<file path="src/rtl/seq_normalizer.sv">
// Sequential leading-zero normalizer.
// Takes a WIDTH-bit word, finds its leading-zero count by binary search (one
// stage per clock), and returns the left-justified word plus the shift applied,
// so o_d_out == i_d_in << o_lz_amt. An all-zero input reports WIDTH-1 and o_zero.
//
// Ports:
//   i_clk        rising-edge clock
//   i_rst_n      synchronous active-low reset
//   i_in_valid   i_d_in holds a word to normalize
//   o_in_ready   block accepts a word (IDLE only, low while i_rst_n=0)
//   i_d_in       word to normalize
//   o_out_valid  result valid
//   i_out_ready  consumer accepts the result
//   o_d_out      normalized word (MSB set unless o_zero)
//   o_lz_amt     leading-zero count / left-shift amount applied
//   o_zero       input word was all zeros
module seq_normalizer #(
  parameter int unsigned WIDTH = 32,
  parameter int unsigned AMT_W = 5
) (
  input  logic             i_clk,
  input  logic             i_rst_n,
  input  logic             i_in_valid,
  output logic             o_in_ready,
  input  logic [WIDTH-1:0] i_d_in,
  output logic             o_out_valid,
  input  logic             i_out_ready,
  output logic [WIDTH-1:0] o_d_out,
  output logic [AMT_W-1:0] o_lz_amt,
  output logic             o_zero
);

  localparam int unsigned HALF_W = WIDTH / 2;

  typedef enum logic [1:0] {
    S_IDLE   = 2'd0,
    S_SEARCH = 2'd1,
    S_DONE   = 2'd2
  } state_t;

  state_t           r_state;
  logic [WIDTH-1:0] r_work;
  logic [AMT_W-1:0] r_amt;
  logic [AMT_W-1:0] r_step;
  logic             r_out_valid;
  logic [WIDTH-1:0] r_d_out;
  logic [AMT_W-1:0] r_lz_amt;
  logic             r_zero;

  state_t           w_state_nxt;
  logic [WIDTH-1:0] w_work_nxt;
  logic [AMT_W-1:0] w_amt_nxt;
  logic [AMT_W-1:0] w_step_nxt;
  logic             w_out_valid_nxt;
  logic [WIDTH-1:0] w_d_out_nxt;
  logic [AMT_W-1:0] w_lz_amt_nxt;
  logic             w_zero_nxt;

  logic [WIDTH-1:0] w_top_mask;
  logic             w_top_zero;
  logic [WIDTH-1:0] w_work_stage;
  logic [AMT_W-1:0] w_amt_stage;

  // One search stage: shift by step when the top step bits are all zero.
  always_comb begin
    w_top_mask   = ~({WIDTH{1'b1}} >> r_step);
    w_top_zero   = ((r_work & w_top_mask) == '0);
    w_work_stage = r_work;
    w_amt_stage  = r_amt;
    if (w_top_zero) begin
      w_work_stage = r_work << r_step;
      w_amt_stage  = r_amt + r_step;
    end
  end

  // Next-state and next-output logic.
  always_comb begin
    w_state_nxt     = r_state;
    w_work_nxt      = r_work;
    w_amt_nxt       = r_amt;
    w_step_nxt      = r_step;
    w_out_valid_nxt = r_out_valid;
    w_d_out_nxt     = r_d_out;
    w_lz_amt_nxt    = r_lz_amt;
    w_zero_nxt      = r_zero;
    case (r_state)
      S_IDLE: begin
        if (i_in_valid) begin
          w_state_nxt = S_SEARCH;
          w_work_nxt  = i_d_in;
          w_amt_nxt   = '0;
          w_step_nxt  = AMT_W'(HALF_W);
        end
      end
      S_SEARCH: begin
        w_work_nxt = w_work_stage;
        w_amt_nxt  = w_amt_stage;
        w_step_nxt = r_step >> 1;
        // The step=1 stage is the last; its result goes straight to the outputs.
        if (r_step == AMT_W'(1)) begin
          w_state_nxt     = S_DONE;
          w_out_valid_nxt = 1'b1;
          w_d_out_nxt     = w_work_stage;
          w_lz_amt_nxt    = w_amt_stage;
          w_zero_nxt      = (w_work_stage == '0);
        end
      end
      S_DONE: begin
        if (i_out_ready) begin
          w_state_nxt     = S_IDLE;
          w_out_valid_nxt = 1'b0;
        end
      end
      default: begin
        w_state_nxt     = S_IDLE;
        w_out_valid_nxt = 1'b0;
      end
    endcase
  end

  // State and datapath registers.
  always_ff @(posedge i_clk) begin
    if (!i_rst_n) begin
      r_state     <= S_IDLE;
      r_work      <= '0;
      r_amt       <= '0;
      r_step      <= '0;
      r_out_valid <= 1'b0;
      r_d_out     <= '0;
      r_lz_amt    <= '0;
      r_zero      <= 1'b0;
    end else begin
      r_state     <= w_state_nxt;
      r_work      <= w_work_nxt;
      r_amt       <= w_amt_nxt;
      r_step      <= w_step_nxt;
      r_out_valid <= w_out_valid_nxt;
      r_d_out     <= w_d_out_nxt;
      r_lz_amt    <= w_lz_amt_nxt;
      r_zero      <= w_zero_nxt;
    end
  end

  // Ready comes from the state register, gated so it drops as soon as reset asserts.
  assign o_in_ready  = (r_state == S_IDLE) && i_rst_n;
  assign o_out_valid = r_out_valid;
  assign o_d_out     = r_d_out;
  assign o_lz_amt    = r_lz_amt;
  assign o_zero      = r_zero;

endmodule

</file>
<file path="config.mk">
export PLATFORM = sky130hd
export DESIGN_NAME = seq_normalizer
export DESIGN_NICKNAME = d
export VERILOG_FILES = /design/src/rtl/seq_normalizer.sv
export SDC_FILE = /design/constraint.sdc
export NUM_CORES = 1
export LEC_CHECK = 0
export CORE_ASPECT_RATIO = 0.8
export CORE_MARGIN = 5
export CORE_UTILIZATION = 61
export DETAILED_ROUTE_END_ITERATION = 6
export PLACE_DENSITY = 0.86
export SYNTH_ARGS = -nofsm -noshare
export SYNTH_HDL_FRONTEND = slang
export SYNTH_SLANG_ARGS = --single-unit
</file>
<file path="constraint.sdc">
create_clock -name i_clk -period 8.8 [get_ports i_clk]
set_clock_uncertainty 0.1 [all_clocks]
set_input_delay 1.32 -clock i_clk [delete_from_list [all_inputs] [get_ports i_clk]]
set_output_delay 1.32 -clock i_clk [all_outputs]
set_load 0.1 [all_outputs]
</file>
==> reports/metrics.yaml, run 1 <==
status:
  status: "completed"
sta:
  fmax_ghz: 0.198
  tightest_slew_ns: 1.24
  post-route-worst-setup-slack_ns: 3.75
  fin_tns_setup_ns: 0
  slew_headroom: 0.174
  slew_violations: 0
  rsz0062_at_grt: "false"
  hold_viol: 0
  fin_crit_sh: 0.574
  finalCriticalPeriod_ns: 5.05
  setup_viol: 0
synthesis:
  synth_flop_cell: "dfxtp_1"
  synth_cell_types: 75
  synth_edf_count: 0
  synth_cells: 755
  synth.top_cells.by_area: "dfxtp_1 (27%), mux4_2 (11%), mux2i_1 (5.6%)"
  ys_ff_latch: 83
  seq_area_frac_synth: 0.267
  synth_area_um2: 6230
  yosys.area.top_type: "dfxtp_1"
  synth.avg_cell_area_um2: 8.25
  synth_warnings: 0
  synthArstFlopShare: 0
  syn-num-nets: 796
  yosysTopAreaCellShare: 0.267
clocking:
  clockBufferDepth: 2
  ctsResizeCount: 0
  htreeDepth: 3
  clk_pin_slew_ns: 0.07
  cts_tree: "yes"
  root_buffer: "clkbuf_16"
  cts_sinks: 83
  insertion_delay_ns: 0.34
  cts_setup_buffers: 0
  ctsHoldBuffers: 0
  cts_made_buffers: 9
grt:
  antenna_found_initial: 0
  grt_pass1_wl_um: 35300
  grt_usage: 0.372
  grt_overflow: 0
  grt_pass1_vias: 6392
  grt_max_degree: 70
setup_path:
  cp_data_required_time_ns: 7.38
  cp_slowest_cell: "clkdlybuf4s50_1"
  crit_fanout: 16
  end_kind: "output pin"
  rrSetupSlack_ns: 4.54
  crit_path_frequent_cell: "clkdlybuf4s50_1"
  arrival_ns: 3.63
  worstSetupPathType: "in2out"
  cpPeakStageDelay_ns: 1.17
  start_kind: "primary input"
  path_cells: "clkdlybuf4s50_1 -> nand2_1 -> nor2_1 -> clkdlybuf4s50_1"
routing:
  vias: 6614
  routed_wl_um: 22900
  wire_per_inst_um: 25.2
  drtIter0Drc: 996
  drt-pass1-iter-count: 6
  drc: 0
  antenna_left: 0
  via_per_inst: 7.27
power:
  p_leak_uw: 0.00247
  seqPwrFrac: 0.402
  power.switching_uw: 390
  ir_drop_mv: 0.115
  power_frac_comb: 0.259
  clkPwrFrac: 0.339
  power.total_uw: 1090
  p_int_uw: 701
  power_per_cell_area_nw_per_um2: 153
  swShare: 0.357
placed_design:
  dpl.hpwl_um: 16000
  gp_congestion: 1.00
  dp.cells: 894
  place_ws_ns: 3.83
  portBuffers: 75
final_layout:
  multiInputGateArea_um2: 4140
  diodes: 0
  areaGrowthSynthToFinish_pct: 14.7
  regArea_um2: 1670
  fin_nets: 806
  drive_above_1_share: 0.117
  instances_no_fill: 910
  fillers: 782
floorplan:
  ios: 76
  chipWidth_um: 123
  fp.dieH_um: 100
  rows: 33
  start_util: 0.616
  core-area_um2: 10100
  die_area_um2: 12300
min_path:
  hold_class: "reg2reg"
job:
  cap_violations: 0
worst max-delay path: cells and delay by family:
kind	cells	cell delay [ns]
and+or+nand+nor	2	0.30
buffers and inverters	2	2.01
final timing paths:
kind / from / endpoint / cells after the start
max reg2reg: r_step[2]$_SDFFE_PN0P_ / r_work[1]$_SDFFE_PN0P_ / 9
min reg2reg: o_d_out[25]$_SDFFE_PN0P_ / o_d_out[25]$_SDFFE_PN0P_ / 2
max: i_rst_n / o_in_ready / 4
min: o_d_out[25]$_SDFFE_PN0P_ / o_d_out[25]$_SDFFE_PN0P_ / 2
per-stage QoR:
stage / hold slack [ns] / instance area, um2 / utilization
6_report: 0.361 / 7140 / 0.706
5_1_grt: 0.397 / 7140 / 0.706
4_1_cts: 0.365 / 7140 / 0.706
3_5_place_dp: 0.355 / 6860 / 0.678
3_3_place_gp: 0.342 / 6860 / 0.678
2_1_floorplan: 0.394 / 6230 / -
logic make-up (layout without fill, tap and decap cells):
kind of cell,count (synthesis),count (layout),share of synthesized area
and+or+nand+nor,239,239,0.175
AOI/OAI and AO/OA,240,240,0.269
muxes,84,84,0.201
xor gates and xnor gates,4,4,0.00563
buffers and inverters,100,115,0.0707
adders and majority gates,5,5,0.0113
DFF,83,83,0.267
layout by cell type (no fill, tap or decap), types with 4 or more instances in the layout:
master / Yosys / final
a32oi_1: 4 / 4
o21a_1: 15 / 15
clkbuf_16: 0 / 9
dfxtp_1: 83 / 80
nor2_1: 75 / 74
buf_4: 2 / 11
a21oi_1: 52 / 52
clkdlybuf4s50_1: 0 / 75
a2bb2oi_1: 4 / 4
nor4_1: 7 / 7
a221oi_1: 20 / 20
o41ai_1: 4 / 4
nor2b_1: 6 / 5
a21o_1: 7 / 7
nand2b_1: 8 / 8
a211oi_1: 29 / 29
a311oi_1: 8 / 8
and3_1: 13 / 13
and2_1: 4 / 4
mux2_2: 18 / 18
nand4_1: 4 / 4
mux4_2: 31 / 31
a22oi_1: 14 / 14
inv_1: 8 / 8
mux2i_1: 35 / 35
o21ai_0: 27 / 27
nor3_1: 13 / 13
o22ai_1: 15 / 15
ha_1: 4 / 4
nand2_1: 90 / 90
metal layers:
metal	up-vias	share of wire	global-route usage
met5	-	0	0
met3	102	0.12	0.101
met4	0	0.051	0.184
met1	3097	0.39	0.482
li1	2866	-	-
met2	549	0.44	0.571
registers in the layout, indices dropped and copies added (netlist names):
register / count
o_d_out: 32
o_lz_amt: 5
o_out_valid: 1
o_zero: 1
r_amt: 5
r_state: 2
r_step: 5
r_work: 32
layout make-up:
type,instances,area share
multi-input combinational,572,0.579
inverter,13,0.00683
clock buffer,9,0.0315
tap,140,0.0245
timing repair buffer,86,0.117
sequential,83,0.233
clock inverter,7,0.00823
power by group through the flow:
stage	clock [uW]	sequential (uW)	combinational, uW
floorplan	0	409	213
global placement	0	442	266
detailed placement	0	442	271
CTS	370	434	273
global route	387	438	299
finish	370	439	283
synth_stat cells (all sizes together), types with 3 or more instances:
library cell	n
a211oi	29
a21o	7
a21oi	52
a221oi	20
a22o	3
a22oi	14
a2bb2oi	4
a311oi	8
a31oi	3
a32oi	4
and2	4
and3	13
buf	25
clkbuf	62
clkinv	3
dfxtp	83
ha	4
inv	10
mux2	18
mux2i	35
mux4	31
nand2	90
nand2b	8
nand3	3
nand4	4
nor2	76
nor2b	6
nor3	13
nor4	8
o211ai	3
o21a	15
o21ai	29
o22ai	15
o2bb2ai	3
o31ai	3
o41ai	4
or2	4
or4	3
xnor2	3
Power figures use the tool's default switching activity.
==> run 2: changes to the inputs <==
--- a/config.mk
+++ b/config.mk
@@ -7,9 +7,9 @@
 export LEC_CHECK = 0
 export CORE_ASPECT_RATIO = 0.8
 export CORE_MARGIN = 5
-export CORE_UTILIZATION = 61
+export CORE_UTILIZATION = 52
 export DETAILED_ROUTE_END_ITERATION = 6
-export PLACE_DENSITY = 0.86
+export PLACE_DENSITY = 0.78
 export SYNTH_ARGS = -nofsm -noshare
 export SYNTH_HDL_FRONTEND = slang
 export SYNTH_SLANG_ARGS = --single-unit
==> constraint.sdc (replaced) <==
create_clock -name i_clk -period 4.4 [get_ports i_clk]
set_clock_uncertainty 0.1 [all_clocks]
set_input_delay 0.66 -clock i_clk [delete_from_list [all_inputs] [get_ports i_clk]]
set_output_delay 0.66 -clock i_clk [all_outputs]
set_load 0.1 [all_outputs]
==> reports/metrics.yaml, run 2 (synthesis gave the netlist of run 1 again) <==
min_path:
  hold_class: "reg2reg"
  whs_path_depth: 2  # unchanged
sta:
  tightest_slew_ns: 1.01  # -0.225 ns
  rsz0062_at_grt: "false"
  fin_crit_sh: 0.852
  hold_viol: 0  # unchanged
  fmax_ghz: 0.267
  slew_headroom: 0.324  # +0.150
  slew_violations: 0  # unchanged
  setup_viol: 0  # unchanged
  fin_tns_setup_ns: 0  # unchanged
  fin_hold_ws_ns: 0.355  # -0.00597 ns
  finalCriticalPeriod_ns: 3.75
setup_path:
  cp_data_required_time_ns: 4.57  # -2.81 ns
  cpPeakStageDelay_ns: 0.89  # -0.28 ns
  crit_family: "compound AO/OA/AOI/OAI gates"
  worstSetupPathDepth: 9  # +5
  cp_num_buf_inv: 1  # -1
  path_cells: "buf_12 -> mux4_2 -> mux2_2 -> a221oi_1 -> nand2_1 -> nor4_1 -> nand4b_1 -> a2111o_1 -> o21ai_1"
  cp_slowest_cell: "dfxtp_2"
  start_kind: "register"
  end_kind: "register"
  rr_worst_depth: 9  # unchanged
  arrival_ns: 3.92  # +0.29 ns
  crit_fanout: 33  # +17
  worstSetupPathType: "reg2reg"
routing:
  drc: 0  # unchanged
  antenna_left: 0  # unchanged
  drt-pass1-iter-count: 5  # -1
  routed_wl_um: 23600  # +3.1%
  wire_per_inst_um: 25.1  # about the same
  via_per_inst: 7.08  # -2.6%
  vias: 6645  # +0.47%
  drtIter0Drc: 869  # -13%
floorplan:
  core-area_um2: 11600  # +15%
  ios: 76  # unchanged
  die_area_um2: 14300  # +16%
  rows: 35  # +6.1%
  chipWidth_um: 132  # +7.6%
  fp.dieH_um: 108  # +7.5%
  start_util: 0.537  # -0.0790
status:
  status: "completed"
clocking:
  clk_pin_slew_ns: 0.07  # about the same
  cts_tree: "yes"
  cts_setup_buffers: 0  # unchanged
  cts_sinks: 83  # unchanged
  ctsResizeCount: 0  # unchanged
  htreeDepth: 3  # unchanged
  ctsHoldBuffers: 0  # unchanged
  insertion_delay_ns: 0.35  # about the same
  root_buffer: "clkbuf_16"
  cts_made_buffers: 9  # unchanged
  clockBufferDepth: 2  # unchanged
job:
  cap_violations: 0  # unchanged
grt:
  antenna_found_initial: 0  # unchanged
  grt_max_degree: 45  # -36%
  grt_usage: 0.324  # -0.0476
  grt_pass1_wl_um: 36700  # +4.1%
  grt_pass1_vias: 6368  # -0.38%
  grt_overflow: 0  # unchanged
placed_design:
  placed_area_um2: 7050  # +2.8%
  gp_congestion: 0.997  # -0.59%
  dpl.hpwl_um: 17000  # +6.3%
  portBuffers: 75  # unchanged
final_layout:
  fillers: 975  # +25%
  multiInputGateArea_um2: 4140  # unchanged
  diodes: 0  # unchanged
  fin_nets: 827  # +2.6%
  areaGrowthSynthToFinish_pct: 17.7
  final_common_cell: "nand2_1"
  final_util: 0.631  # -0.0747
  layout_common_cells: "nand2_1 (90), dfxtp_1 (80), nor2_1 (74), clkdlybuf4s50_1 (74), a21oi_1 (52)"
  regArea_um2: 1670  # unchanged
  drive_above_1_share: 0.139  # +0.0222
  final_area_um2: 7330  # +2.6%
power:
  p_leak_uw: 0.00256  # +3.8%
  ir_drop_mv: 0.217  # +88%
  power_per_cell_area_nw_per_um2: 300  # +96%
## run 2: worst reg2reg max path, cell delays in order (launching register included)
cell and delay (ns):
dfxtp_2 0.89, buf_12 0.28, mux4_2 0.55, mux2_2 0.29
a221oi_1 0.33, nand2_1 0.11, nor4_1 0.39, nand4b_1 0.16
a2111o_1 0.44, o21ai_1 0.13
## run 2: per-layer routing
layer,track usage,vias to the layer above,wire length [um]
met5,0,-,0
met4,0.129,0,882
met3,0.0673,75,2690
met2,0.486,493,10100
met1,0.456,3176,9950
li1,-,2901,-
## run 2: path summary, 6_finish.rpt
kind / from / to / slack (ns)
min: o_lz_amt[2]$_SDFFE_PN0P_ / o_lz_amt[2]$_SDFFE_PN0P_ / 0.36
min reg2reg: o_lz_amt[2]$_SDFFE_PN0P_ / o_lz_amt[2]$_SDFFE_PN0P_ / 0.36
max reg2reg: r_step[1]$_SDFFE_PN0P_ / o_zero$_SDFFE_PN0P_ / 0.65
max: r_step[1]$_SDFFE_PN0P_ / o_zero$_SDFFE_PN0P_ / 0.65
## run 2: layout make-up
cell class	count	area share
Inverter	13	0.00666
Timing Repair Buffer	107	0.138
Sequential cell	83	0.227
Clock buffer	10	0.0313
Multi-Input combinational cell	572	0.565
Tap cell	148	0.0253
Clock inverter	6	0.00666
## run 2: where the power goes
| part | total (uW) | switching [uW] | internal (uW) |
|---|---|---|---|
| sequential | 873 | 91.4 | 781 |
| clock | 732 | 343 | 389 |
| combinational | 592 | 347 | 245 |
| total | 2200 | 781 | 1420 |
## run 2: per-stage QoR
| stage | worst slack (ns) | cells | total power [uW] |
|---|---|---|---|
| floorplan | 1.34 | 755 | 1240 |
| global placement | 0.715 | 923 | 1450 |
| detailed placement | 0.727 | 923 | 1450 |
| CTS | 0.698 | 939 | 2170 |
| global route | 0.443 | 939 | 2260 |
| finish | 0.651 | 939 | 2200 |
